### src/rtl/alu_pkg.sv
// Shared definitions for the two-requester ALU arbiter.
//   DATA_W_DEFAULT : default operand width (results are one bit wider)
//   OP_*           : 3-bit opcode encodings; 110/111 are illegal
//   state_e        : arbiter FSM state encoding
package alu_pkg;

  localparam int DATA_W_DEFAULT = 4;

  localparam logic [2:0] OP_ADD  = 3'b000;
  localparam logic [2:0] OP_SUB  = 3'b001;
  localparam logic [2:0] OP_XOR  = 3'b010;
  localparam logic [2:0] OP_AND  = 3'b011;
  localparam logic [2:0] OP_OR   = 3'b100;
  localparam logic [2:0] OP_NOTA = 3'b101;

  typedef enum logic [1:0] {
    ST_IDLE = 2'd0,
    ST_EXEC = 2'd1,
    ST_RESP = 2'd2
  } state_e;

endpackage

### src/rtl/alu_arbiter_if.sv
// Request/response bus between two requesters, one consumer and the arbiter.
//   req0_* / req1_* : valid/ready handshake plus operands a, b and opcode op
//   rsp_*           : valid/ready handshake plus requester id, result, error
// master: requester/consumer side; slave: the arbiter.
interface alu_arbiter_if #(parameter int DATA_W = alu_pkg::DATA_W_DEFAULT);

  logic              req0_valid;
  logic              req0_ready;
  logic [DATA_W-1:0] req0_a;
  logic [DATA_W-1:0] req0_b;
  logic [2:0]        req0_op;

  logic              req1_valid;
  logic              req1_ready;
  logic [DATA_W-1:0] req1_a;
  logic [DATA_W-1:0] req1_b;
  logic [2:0]        req1_op;

  logic              rsp_valid;
  logic              rsp_ready;
  logic              rsp_id;
  logic [DATA_W:0]   rsp_result;
  logic              rsp_err;

  modport master (
    output req0_valid, req0_a, req0_b, req0_op,
    output req1_valid, req1_a, req1_b, req1_op,
    output rsp_ready,
    input  req0_ready, req1_ready,
    input  rsp_valid, rsp_id, rsp_result, rsp_err
  );

  modport slave (
    input  req0_valid, req0_a, req0_b, req0_op,
    input  req1_valid, req1_a, req1_b, req1_op,
    input  rsp_ready,
    output req0_ready, req1_ready,
    output rsp_valid, rsp_id, rsp_result, rsp_err
  );

endinterface

### src/rtl/alu_core.sv
// Combinational ALU datapath.
//   a, b   : DATA_W-bit operands
//   op     : 3-bit opcode (see alu_pkg)
//   result : DATA_W+1 bits; carry for add, borrow for sub, 0 for logic ops
//   err    : opcode illegal (result forced to 0)
module alu_core
  import alu_pkg::*;
#(
  parameter int DATA_W = DATA_W_DEFAULT
) (
  input  logic [DATA_W-1:0] a,
  input  logic [DATA_W-1:0] b,
  input  logic [2:0]        op,
  output logic [DATA_W:0]   result,
  output logic              err
);

  // Zero-extend once so add/sub naturally produce carry/borrow in the top bit.
  logic [DATA_W:0] a_x;
  logic [DATA_W:0] b_x;

  assign a_x = {1'b0, a};
  assign b_x = {1'b0, b};

  always_comb begin
    result = '0;
    err    = 1'b0;
    case (op)
      OP_ADD:  result = a_x + b_x;
      OP_SUB:  result = a_x - b_x;
      OP_XOR:  result = a_x ^ b_x;
      OP_AND:  result = a_x & b_x;
      OP_OR:   result = a_x | b_x;
      OP_NOTA: result = {1'b0, ~a};
      default: err    = 1'b1;
    endcase
  end

endmodule

### src/rtl/alu_arbiter.sv
// Round-robin arbiter feeding a single registered ALU between two requesters.
//   clk      : clock, rising edge
//   rst      : synchronous active-high reset
//   bus      : alu_arbiter_if.slave (request and response handshakes)
//   busy     : high whenever the FSM is not idle
//   op_count : completed-response counter, wraps at 256
//
// state   | meaning
// --------+------------------------------------------------------------
// ST_IDLE | waiting for a request; grants one and captures its operands
// ST_EXEC | one cycle: registers the ALU result of the captured operation
// ST_RESP | presents the response until rsp_ready, then counts it
module alu_arbiter
  import alu_pkg::*;
#(
  parameter int DATA_W = DATA_W_DEFAULT
) (
  input  logic             clk,
  input  logic             rst,
  alu_arbiter_if.slave     bus,
  output logic             busy,
  output logic [7:0]       op_count
);

  state_e            state_q;
  state_e            state_d;

  // 1 = req1 was granted last, so reset value lets req0 win the first tie.
  logic              last_grant_q;
  logic              grant_valid;
  logic              grant_id;

  logic [DATA_W-1:0] a_q;
  logic [DATA_W-1:0] b_q;
  logic [2:0]        op_q;
  logic              id_q;

  logic [DATA_W:0]   core_result;
  logic              core_err;

  logic [DATA_W:0]   rsp_result_q;
  logic              rsp_err_q;
  logic              rsp_id_q;

  alu_core #(.DATA_W(DATA_W)) u_core (
    .a      (a_q),
    .b      (b_q),
    .op     (op_q),
    .result (core_result),
    .err    (core_err)
  );

  always_comb begin
    state_d        = state_q;
    grant_valid    = 1'b0;
    grant_id       = 1'b0;
    bus.req0_ready = 1'b0;
    bus.req1_ready = 1'b0;
    case (state_q)
      ST_IDLE: begin
        // Gated by rst so no request is handshaken on a reset edge.
        if (!rst && (bus.req0_valid || bus.req1_valid)) begin
          grant_valid = 1'b1;
          if (bus.req0_valid && bus.req1_valid) grant_id = ~last_grant_q;
          else                                  grant_id = bus.req1_valid;
          bus.req0_ready = ~grant_id;
          bus.req1_ready = grant_id;
          state_d        = ST_EXEC;
        end
      end
      ST_EXEC: state_d = ST_RESP;
      ST_RESP: begin
        if (bus.rsp_ready) state_d = ST_IDLE;
      end
      default: state_d = ST_IDLE;
    endcase
  end

  always_ff @(posedge clk) begin
    if (rst) begin
      state_q      <= ST_IDLE;
      last_grant_q <= 1'b1;
      a_q          <= '0;
      b_q          <= '0;
      op_q         <= '0;
      id_q         <= 1'b0;
      rsp_result_q <= '0;
      rsp_err_q    <= 1'b0;
      rsp_id_q     <= 1'b0;
      op_count     <= '0;
    end else begin
      state_q <= state_d;
      if (grant_valid) begin
        a_q          <= grant_id ? bus.req1_a  : bus.req0_a;
        b_q          <= grant_id ? bus.req1_b  : bus.req0_b;
        op_q         <= grant_id ? bus.req1_op : bus.req0_op;
        id_q         <= grant_id;
        last_grant_q <= grant_id;
      end
      if (state_q == ST_EXEC) begin
        rsp_result_q <= core_result;
        rsp_err_q    <= core_err;
        rsp_id_q     <= id_q;
      end
      if (state_q == ST_RESP && bus.rsp_ready) op_count <= op_count + 8'd1;
    end
  end

  assign bus.rsp_valid  = (state_q == ST_RESP);
  assign bus.rsp_id     = rsp_id_q;
  assign bus.rsp_result = rsp_result_q;
  assign bus.rsp_err    = rsp_err_q;
  assign busy           = (state_q != ST_IDLE);

endmodule

### src/flat_wrapper.sv
// flat-port wrapper written by rule: the top's interface ports become plain ports
module alu_arbiter_flat import alu_pkg::*;
#(
  parameter int DATA_W = DATA_W_DEFAULT
)
  (clk, rst, busy, op_count, bus_req0_valid, bus_req0_a, bus_req0_b, bus_req0_op, bus_req1_valid, bus_req1_a, bus_req1_b, bus_req1_op, bus_rsp_ready, bus_req0_ready, bus_req1_ready, bus_rsp_valid, bus_rsp_id, bus_rsp_result, bus_rsp_err);
  alu_arbiter_if #(.DATA_W(DATA_W)) bus_i ();
  input  logic clk;
  input  logic rst;
  output logic busy;
  output logic [7:0] op_count;
  input wire logic [$bits(bus_i.req0_valid)-1:0] bus_req0_valid;
  input wire logic [$bits(bus_i.req0_a)-1:0] bus_req0_a;
  input wire logic [$bits(bus_i.req0_b)-1:0] bus_req0_b;
  input wire logic [$bits(bus_i.req0_op)-1:0] bus_req0_op;
  input wire logic [$bits(bus_i.req1_valid)-1:0] bus_req1_valid;
  input wire logic [$bits(bus_i.req1_a)-1:0] bus_req1_a;
  input wire logic [$bits(bus_i.req1_b)-1:0] bus_req1_b;
  input wire logic [$bits(bus_i.req1_op)-1:0] bus_req1_op;
  input wire logic [$bits(bus_i.rsp_ready)-1:0] bus_rsp_ready;
  output wire logic [$bits(bus_i.req0_ready)-1:0] bus_req0_ready;
  output wire logic [$bits(bus_i.req1_ready)-1:0] bus_req1_ready;
  output wire logic [$bits(bus_i.rsp_valid)-1:0] bus_rsp_valid;
  output wire logic [$bits(bus_i.rsp_id)-1:0] bus_rsp_id;
  output wire logic [$bits(bus_i.rsp_result)-1:0] bus_rsp_result;
  output wire logic [$bits(bus_i.rsp_err)-1:0] bus_rsp_err;
  assign bus_i.req0_valid = bus_req0_valid;
  assign bus_i.req0_a = bus_req0_a;
  assign bus_i.req0_b = bus_req0_b;
  assign bus_i.req0_op = bus_req0_op;
  assign bus_i.req1_valid = bus_req1_valid;
  assign bus_i.req1_a = bus_req1_a;
  assign bus_i.req1_b = bus_req1_b;
  assign bus_i.req1_op = bus_req1_op;
  assign bus_i.rsp_ready = bus_rsp_ready;
  assign bus_req0_ready = bus_i.req0_ready;
  assign bus_req1_ready = bus_i.req1_ready;
  assign bus_rsp_valid = bus_i.rsp_valid;
  assign bus_rsp_id = bus_i.rsp_id;
  assign bus_rsp_result = bus_i.rsp_result;
  assign bus_rsp_err = bus_i.rsp_err;
  alu_arbiter #(.DATA_W(DATA_W)) u_core (.clk(clk), .rst(rst), .bus(bus_i), .busy(busy), .op_count(op_count));
endmodule
### config.mk
export PLATFORM = sky130hd
export DESIGN_NAME = alu_arbiter_flat
export DESIGN_NICKNAME = d
export VERILOG_FILES = /design/src/rtl/alu_pkg.sv /design/src/rtl/alu_arbiter_if.sv /design/src/rtl/alu_core.sv /design/src/rtl/alu_arbiter.sv /design/src/flat_wrapper.sv
export SDC_FILE = /design/constraint.sdc
export NUM_CORES = 1
export LEC_CHECK = 0
export ABC_AREA = 0
export CAP_MARGIN = 20
export CORE_MARGIN = 1.5
export CORE_UTILIZATION = 52
export CTS_CLUSTER_SIZE = 10
export DETAILED_ROUTE_END_ITERATION = 10
export GPL_TIMING_DRIVEN = 0
export MAX_ROUTING_LAYER = met4
export PLACE_DENSITY = 0.8
export SKIP_LAST_GASP = 1
export SYNTH_ARGS = -nofsm -noshare
export SYNTH_HDL_FRONTEND = slang
export SYNTH_HIERARCHICAL = 1
export SYNTH_SLANG_ARGS = --single-unit
export TNS_END_PERCENT = 50
### constraint.sdc
create_clock -name clk -period 3.8 [get_ports clk]
set_clock_uncertainty 0.2 [all_clocks]
set_input_delay 0.38 -clock clk [delete_from_list [all_inputs] [get_ports clk]]
set_output_delay 0.38 -clock clk [all_outputs]
set_load 0.01 [all_outputs]
After elaboration in Yosys (flattened, before gate mapping)
Index checks and enable logic that the tools add are counted.
Operators by class
  add/subtract/negate cells: 3
  reductions and logical operators: 10
  bitwise gates (word level): 6
  equal/unequal tests: 9
  multiplexer cells: 17
Operators by type and width (count)
  5-bit one-hot mux with 6 select lines: 1
  1-bit 2-to-1 mux: 10
  8-bit by 1-bit adder with 8-bit output, second input constant: 1
  4-bit 2-to-1 mux: 2
  3-bit by 2-bit == test with 1-bit output, second input constant: 2
  3-bit == test, second input constant: 2
  2-bit one-hot mux with 3 select lines: 1
  6-bit OR reduction: 1
  4-bit by 4-bit adder with 5-bit output: 1
  4-bit by 4-bit subtractor with 5-bit output: 1
  4-bit AND: 1
  2-bit 2-to-1 mux: 2
  2-bit inequality test, second input constant: 2
  4-bit inverter: 1
  4-bit bitwise OR: 1
  4-bit XOR: 1
  3-bit by 1-bit == test with 1-bit output, second input constant: 1
  1-bit logical AND: 3
  3-bit zero test: 1
  3-bit 2-to-1 mux: 1
  2-bit by 1-bit == test with 1-bit output, second input constant: 1
  2-bit == test, second input constant: 1
  2-bit zero test: 1
  1-bit inverter: 2
  other kinds (4): 4
Storage, ports and cells
  bits in registers: 30
  output and inout bits: 19
  word-level logic and storage cells: 55
  input port bits: 27

Depth between registers and ports, before layout
Gate-level depths: netlist (run 1).
  depth in word-level cells: 7
  depth in mapped cells: 11
  mapped depth without buffers: 11

Cells and area by module
Netlist (run 1), hierarchy kept.
By module, submodules not included
  alu_arbiter: cells each 136, sequential area each 600.6 µm², times used 1, area an instance 1278.7 µm²
  alu_core: cells each 66, sequential area each 0.0 µm², times used 1, area an instance 496.7 µm²

Least setup slack after synthesis (run 1)
No wires, ideal clock.
  path kind: reg-to-reg
  start: register u_core.b_q[0]
  end: register u_core.rsp_result_q[4] (netlist: u_core/bus.rsp_result[4])
  required time: 3.535 ns
  arrival time: 2.074 ns
  buffers on the path: 0
  cell stages (with the launch flop): 12
  setup slack: 1.461 ns
  clock period less this slack: 2.339 ns
  setup time: 0.065 ns
  cells stage by stage: dfxtp_1 -> inv_1 -> ha_1 -> a21oi_1 -> xnor2_1 -> ha_1 -> nor2b_1 -> o21a_1 -> or3_1 -> a21oi_1 -> mux2i_1 -> nor2_1
On the way
  longest elaborated chain between the ends: 2
  elaborated cells between the ends (all ways): 3
  those cells by class: 2 x add/sub; 1 x mux
Ends and longest elaborated chain
  start: declaration: line alu_arbiter.sv:34  | logic [DATA_W-1:0] b_q;
  start signal: assignment: line alu_arbiter.sv:95  | b_q <= grant_id ? bus.req1_b : bus.req0_b;
  4-bit by 4-bit subtractor with 5-bit output / 4-bit by 4-bit adder with 5-bit output (equally long branches): line alu_core.sv:30, alu_core.sv:29
  5-bit one-hot mux with 6 select lines *: line alu_core.sv:28  | case (op)
  net u_core.core_result[4]: line alu_arbiter.sv:38  | logic [DATA_W:0] core_result;
  end signal: assignment: line alu_arbiter.sv:101  | rsp_result_q <= core_result;
  end: declaration: line alu_arbiter.sv:41  | logic [DATA_W:0] rsp_result_q;
The timed path passes the listed nets; every way through them passes the cells marked *.
A chain may end at the register's enable or synchronous reset.

Worst setup path after layout (run 1)
  start: register u_core.state_q[1]
  end: output port bus_req0_ready
On the way
  longest elaborated chain between the ends: 2
Ends and longest elaborated chain
  start: declaration: line alu_arbiter.sv:25  | state_e state_q;
  start signal: assignment: line alu_arbiter.sv:92  | state_q <= state_d;
  2-bit zero test: line alu_arbiter.sv:59  | case (state_q)
  1-bit 2-to-1 mux: line alu_arbiter.sv:59
  end: declaration: line flat_wrapper.sv:21  | output wire logic [$bits(bus_i.req0_ready)-1:0] bus_req0_ready;
No other way between the ends.

==> flow_summary.ini, run 1 <==
[synth]
syn_avg_cell_area_um2 = 8.79
synth_top_flop_cell = dfxtp_1
synth_cell_types = 37
synthTopCellsByArea = dfxtp_1 34%, ha_1 9.9%, mux2i_1 9.0%
synth.most_common_cell = dfxtp_1
synth-seq-cells = 30
ys_warn_count = 6
yosysTopAreaCell = dfxtp_1
syn_nets = 244
async_reset_ff_frac = 0
synth_area_um2 = 1780
yosysSeqAreaShare = 0.338
synth_common_cells = 30 x dfxtp_1, 19 x a21oi_1, 16 x mux2i_1, 14 x ha_1, 14 x nor2_1
yosysTopAreaCellShare = 0.338
syn_inst = 202
synth_edf_count = 0

[routing]
drt_pre_antenna_iters = 4
wl_um = 3910
wl_per_cell_um = 13.0
drc = 0
vias = 1610
ant_nets = 0
via_per_inst = 5.37
drt-initial-drc-count = 42

[pwr]
power.total_mw = 0.816
ir_drop_mv = 0.202
internal_power_mw = 0.559
swShare = 0.315
power_frac_comb = 0.313
power_frac_clock = 0.242
p_per_area_nw_per_um2 = 349
p_seq_frac = 0.445
p_leak_nw = 0.948
p_sw_mw = 0.257

[global_routing]
grt_overflow = 0
grt_pass1_wl_um = 6150
antenna_found_initial = 0
grt_use_met1 = 0.284
gr-usage-met2 = 0.371
grt_usage = 0.232
grtUsageMet3 = 0.0651
grt_pass1_vias = 1410
globalRoute.busiestLayer = met2
grt_max_degree = 11

[sta]
tns_ps = 0
slew-limit-headroom = 0.641
rsz0062_at_grt = no
max_freq_ghz = 0.359
worst_pin_slew_ps = 534
fin_crit_ps = 2780
hold_viol = 0
finalCritPeriodShare = 0.732
slew_viol_final = 0
setup_violations = 0

[placement]
post_dp_cell_area_um2 = 2270
portBuffers = 44
dp.cells = 292
globalplace.congestion = 0.862
dp_hpwl_um = 3090

[clocking]
htree_levels = 2
clockRootBuffer = clkbuf_4
clkTransAtPathRegs_ps = 100
clock-sinks = 30
cts_setup_buffers = 0
clk_path_buf_depth = 2
numCtsBuffers = 5
holdBufCountCts = 0
clock_latency_ps = 320
cts_tree = done
post_cts_resized = 0

[layout]
final_cell_count_no_fill = 300
drive_gt1_frac = 0.0669
final_area_um2 = 2340
syn_to_final_growth_pct = 31.6
fin_nets = 295
antenna_cells = 0

[worst_setup_path]
start_kind = flop
slowest_delay_ps = 580
r2r_start = u_core/b_q[0]$_SDFFE_PP0P_
worstPathRequired_ps = 3220
worst_setup_path_end_kind = output port
crit_family = buffers and inverters
setup.worst_path.start = u_core/state_q[1]$_SDFFE_PP0P_
cp.arrival_ps = 2200
crit_buf_inv = 2
cp_cell_sequence = nor3_1, and3_1, clkbuf_1, clkdlybuf4s50_1
slowest_stage = clkdlybuf4s50_1
critPathKind = reg -> out
crit_fanout = 6

[flow_run]
drv_cap = 0

[floorplanning]
die_h_um = 61.4
start_util = 0.536
die_w_um = 61.4
core_um2 = 3310
die_area_um2 = 3770
ios = 46
num_rows = 21

[run_status]
status = finished, final reports clean

[hold_path]
hold_path.startpoint = rst
hold_path_class = in -> reg
-- power groups by stage --
stage	Sequential (mW)	Clock [mW]	Combinational (mW)
floorplan	0.367	0	0.166
global placement	0.370	0	0.250
detailed placement	0.371	0	0.254
CTS	0.363	0.206	0.256
global route	0.368	0.220	0.284
finish	0.363	0.197	0.255
-- registers in the layout (all words and copies together) (netlist names) --
name                   count
u_core/a_q                 4
u_core/bus.rsp_id          1
u_core/last_grant_q        1
u_core/state_q             2
u_core/bus.rsp_err         1
u_core/bus.rsp_result      5
u_core/op_q                3
u_core/id_q                1
u_core/b_q                 4
u_core/op_count            8
-- layout make-up --
type	count	area [µm²]
clock buffers	6	51.3
repair buffers	44	440
multi-input cells	150	1080
inverters	13	48.8
well taps	46	57.6
clock inverters	2	12.5
fillers	281	973
plain buffers	9	42.5
flip-flops and latches	30	601
-- path summary, 6_finish.rpt --
path | end | cells after the start | slack (ps)
worst min-delay path | u_core/op_q[2]$_SDFFE_PP0P_ | 2 | 140
worst min register to register | u_core/last_grant_q$_SDFFE_PP1P_ | 2 | 260
worst max register to register | u_core/bus.rsp_result[4]$_SDFFE_PP0N_ | 11 | 1180
worst max-delay path | bus_req0_ready | 4 | 1020
-- placed cells by master, fill, tap and decap left out, drive strengths merged --
| cell | n |
|---|---|
| clkdlybuf4s50 | 44 |
| dfxtp | 30 |
| a21oi | 19 |
| mux2i | 16 |
| nor2 | 14 |
| ha | 14 |
| inv | 13 |
| o21ai | 10 |
| clkbuf | 10 |
| nand2 | 7 |
| a211oi | 6 |
| nor2b | 5 |
| a31oi | 5 |
| o31ai | 5 |
| buf | 5 |
| nand2b | 4 |
| and3 | 4 |
| nand3 | 4 |
| nand4 | 4 |
| or4 | 4 |
| a221o | 3 |
| or3 | 3 |
| xnor2 | 3 |
| nor3 | 2 |
| and2 | 2 |
| or2 | 2 |
| xor2 | 2 |
| o2bb2ai | 2 |
| o221ai | 2 |
| clkinv | 1 |
| clkinvlp | 1 |
| a21boi | 1 |
| nand4b | 1 |
| a21o | 1 |
| nand3b | 1 |
| mux2 | 1 |
| o22ai | 1 |
| o21a | 1 |
| fa | 1 |
-- metal layers --
| metal | vias to the layer above | share of wire |
|---|---|---|
| li1 | 843 | - |
| met1 | 728 | 0.48 |
| met2 | 33 | 0.47 |
| met3 | 6 | 0.033 |
| met4 | 0 | 0.016 |
| met5 | - | 0 |
-- logic make-up (layout without fill, tap and decap cells) --
family	after synthesis	count (layout)	share of synthesized area
AO/OA/AOI/OAI	56	56	0.199
XOR/XNOR	5	5	0.0247
adder cells (fa/ha/maj)	15	15	0.110
buffers and inverters	22	74	0.0514
flip-flops	30	30	0.338
multiplexers	17	17	0.0965
AND/OR/NAND/NOR	57	57	0.180
-- metrics by stage --
step	util	setup WS, ps	hold WS, ps
3_3_place_gp	0.687	1030	243
6_report	0.706	1020	141
5_1_grt	0.706	859	131
2_1_floorplan	-	1460	226
4_1_cts	0.706	996	128
3_5_place_dp	0.687	1040	254
Note: power is estimated with default switching activity, not from simulation.
==> run 2, diff against run 1 <==
CORE_UTILIZATION = 49   (was 52)
PLACE_DENSITY = 0.76   (was 0.8)
clock period = 2.81 ns   (was 3.8 ns; I/O delays follow)
==> run 2 against run 1 <==
Net effect: cell area increased by 2.2%; die area increased by 5.8%; worst hold slack got worse by 120 ps; utilization decreased by 0.63 points; sequential power increased by 36%; global-route usage decreased by 0.35 points; first-iteration DRC count increased by 100%; flip-flop and latch count unchanged; clock-buffer cell count unchanged; via count increased by 2.7%.
==> flow_summary.ini, run 2 (synthesized netlist as in run 1, its figures left out) <==
[run_status]
status = finished, final reports clean

[pwr]
p_seq_frac = 0.380
p_leak_nw = 0.974
p_sw_mw = 0.359
ir_drop_mv = 0.319
power.total_mw = 1.30
internal_power_mw = 0.938
power_frac_clock = 0.351
swShare = 0.276
power_frac_comb = 0.269
p_per_area_nw_per_um2 = 543

[layout]
syn_to_final_growth_pct = 34.6
antenna_cells = 0
fin_nets = 295
multi_input_area_um2 = 1090
nFillCells = 272
drive_gt1_frac = 0.0709
top_register = u_core/op_count
largest_reg_flops = 8
regArea_um2 = 601
layout_common_cells = 44 x clkdlybuf4s50_1, 30 x dfxtp_1, 19 x a21oi_1, 16 x mux2i_1
final_cell_count_no_fill = 300
layout_commonest_cell = clkdlybuf4s50_1

[clocking]
clk_path_buf_depth = 2
cts_tree = done
numCtsBuffers = 5
clock-sinks = 30
htree_levels = 2
clock_latency_ps = 340
clockRootBuffer = clkbuf_4
holdBufCountCts = 0
clkTransAtPathRegs_ps = 100

[global_routing]
grt_usage = 0.229
grt_pass1_wl_um = 6950
antenna_found_initial = 0
grt_use_met1 = 0.293
grtUsageMet3 = 0.0625
globalRoute.busiestLayer = met2
grt_pass1_vias = 1550
grt_max_degree = 11
grt_overflow = 0
gr-usage-met2 = 0.338

[placement]
dp_hpwl_um = 3130
portBuffers = 44
dp.cells = 292
globalplace.congestion = 0.817

[worst_setup_path]
crit_fanout = 5
cp.arrival_ps = 2700
worstPathRequired_ps = 2890
critPathKind = reg -> reg
worst_setup_path_end_kind = flop
start_kind = flop

[routing]
ant_nets = 0
wl_per_cell_um = 13.6
vias = 1654
drc = 0
drt-initial-drc-count = 86
drt_pre_antenna_iters = 4
via_per_inst = 5.51
wl_um = 4090

[sta]
hold_viol = 0
fin_crit_ps = 2620
slew-limit-headroom = 0.656
worst_pin_slew_ps = 516
rsz0062_at_grt = no
max_freq_ghz = 0.382
setup_violations = 0
finalCritPeriodShare = 0.932
tns_ps = 0
slew_viol_final = 0

[floorplanning]
die_area_um2 = 3990
core_um2 = 3420
num_rows = 21
start_util = 0.520
die_h_um = 63.2
ios = 46
die_w_um = 63.2

[flow_run]
drv_cap = 0

[hold_path]
hold_path_class = in -> reg
[run 2: per-layer routing]
layer / vias up / share of wire
met3: 8 / 0.041
met5: - / 0
li1: 841 / -
met1: 763 / 0.49
met2: 42 / 0.44
met4: 0 / 0.023
[run 2: power by group through the flow]
| stage | sequential (mW) | combinational [mW] | clock [mW] |
|---|---|---|---|
| final | 0.493 | 0.349 | 0.455 |
| after global routing | 0.499 | 0.387 | 0.489 |
| after CTS | 0.492 | 0.350 | 0.462 |
| after detailed placement | 0.501 | 0.346 | 0 |
| after global placement | 0.501 | 0.338 | 0 |
| after floorplan | 0.496 | 0.225 | 0 |
[run 2: cell type report]
cell class              count  share of cell area
inverters                  13              0.0204
well taps                  46              0.0241
plain buffers               9              0.0178
multi-input cells         150               0.455
flip-flops and latches     30               0.251
clock buffers               6              0.0215
repair buffers             44               0.184
clock inverters             2              0.0251
[run 2: timing repair]
action	4_1_cts	5_1_grt
gates resized for setup	0	1
setup endpoints to repair	0	2
buffers inserted	0	0
hold endpoints to repair	0	0
[run 2: stage by stage]
stage | setup slack, ps | hold WS [ps] | util | instance area [µm²]
floorplan | 471 | 220 | - | 1780
global placement | 230 | 241 | 0.666 | 2270
detailed placement | 212 | 243 | 0.666 | 2270
CTS | 92.3 | 7.84 | 0.698 | 2380
global route | 28.6 | 17.1 | 0.700 | 2390
finish | 192 | 19.7 | 0.700 | 2390
[run 2: worst max-delay path: stages (launching register included)]
cell and delay, ps:
dfxtp_1 430, inv_1 90, ha_1 230, a21oi_1 160, xnor2_1 150, ha_1 300, nor2b_1 150, o21a_1 170
or3_1 340, a21oi_1 180, mux2i_1 90, nor2_1 80
[run 2: path summary, 6_finish.rpt]
path	depth (start not counted)	start	slack, ps	to
setup / recovery	11	u_core/b_q[0]$_SDFFE_PP0P_	190	u_core/bus.rsp_result[4]$_SDFFE_PP0N_
hold / removal	2	rst	20	u_core/b_q[0]$_SDFFE_PP0P_
hold reg to reg	1	u_core/id_q$_SDFFE_PP0P_	260	u_core/id_q$_SDFFE_PP0P_
setup reg to reg	11	u_core/b_q[0]$_SDFFE_PP0P_	190	u_core/bus.rsp_result[4]$_SDFFE_PP0N_
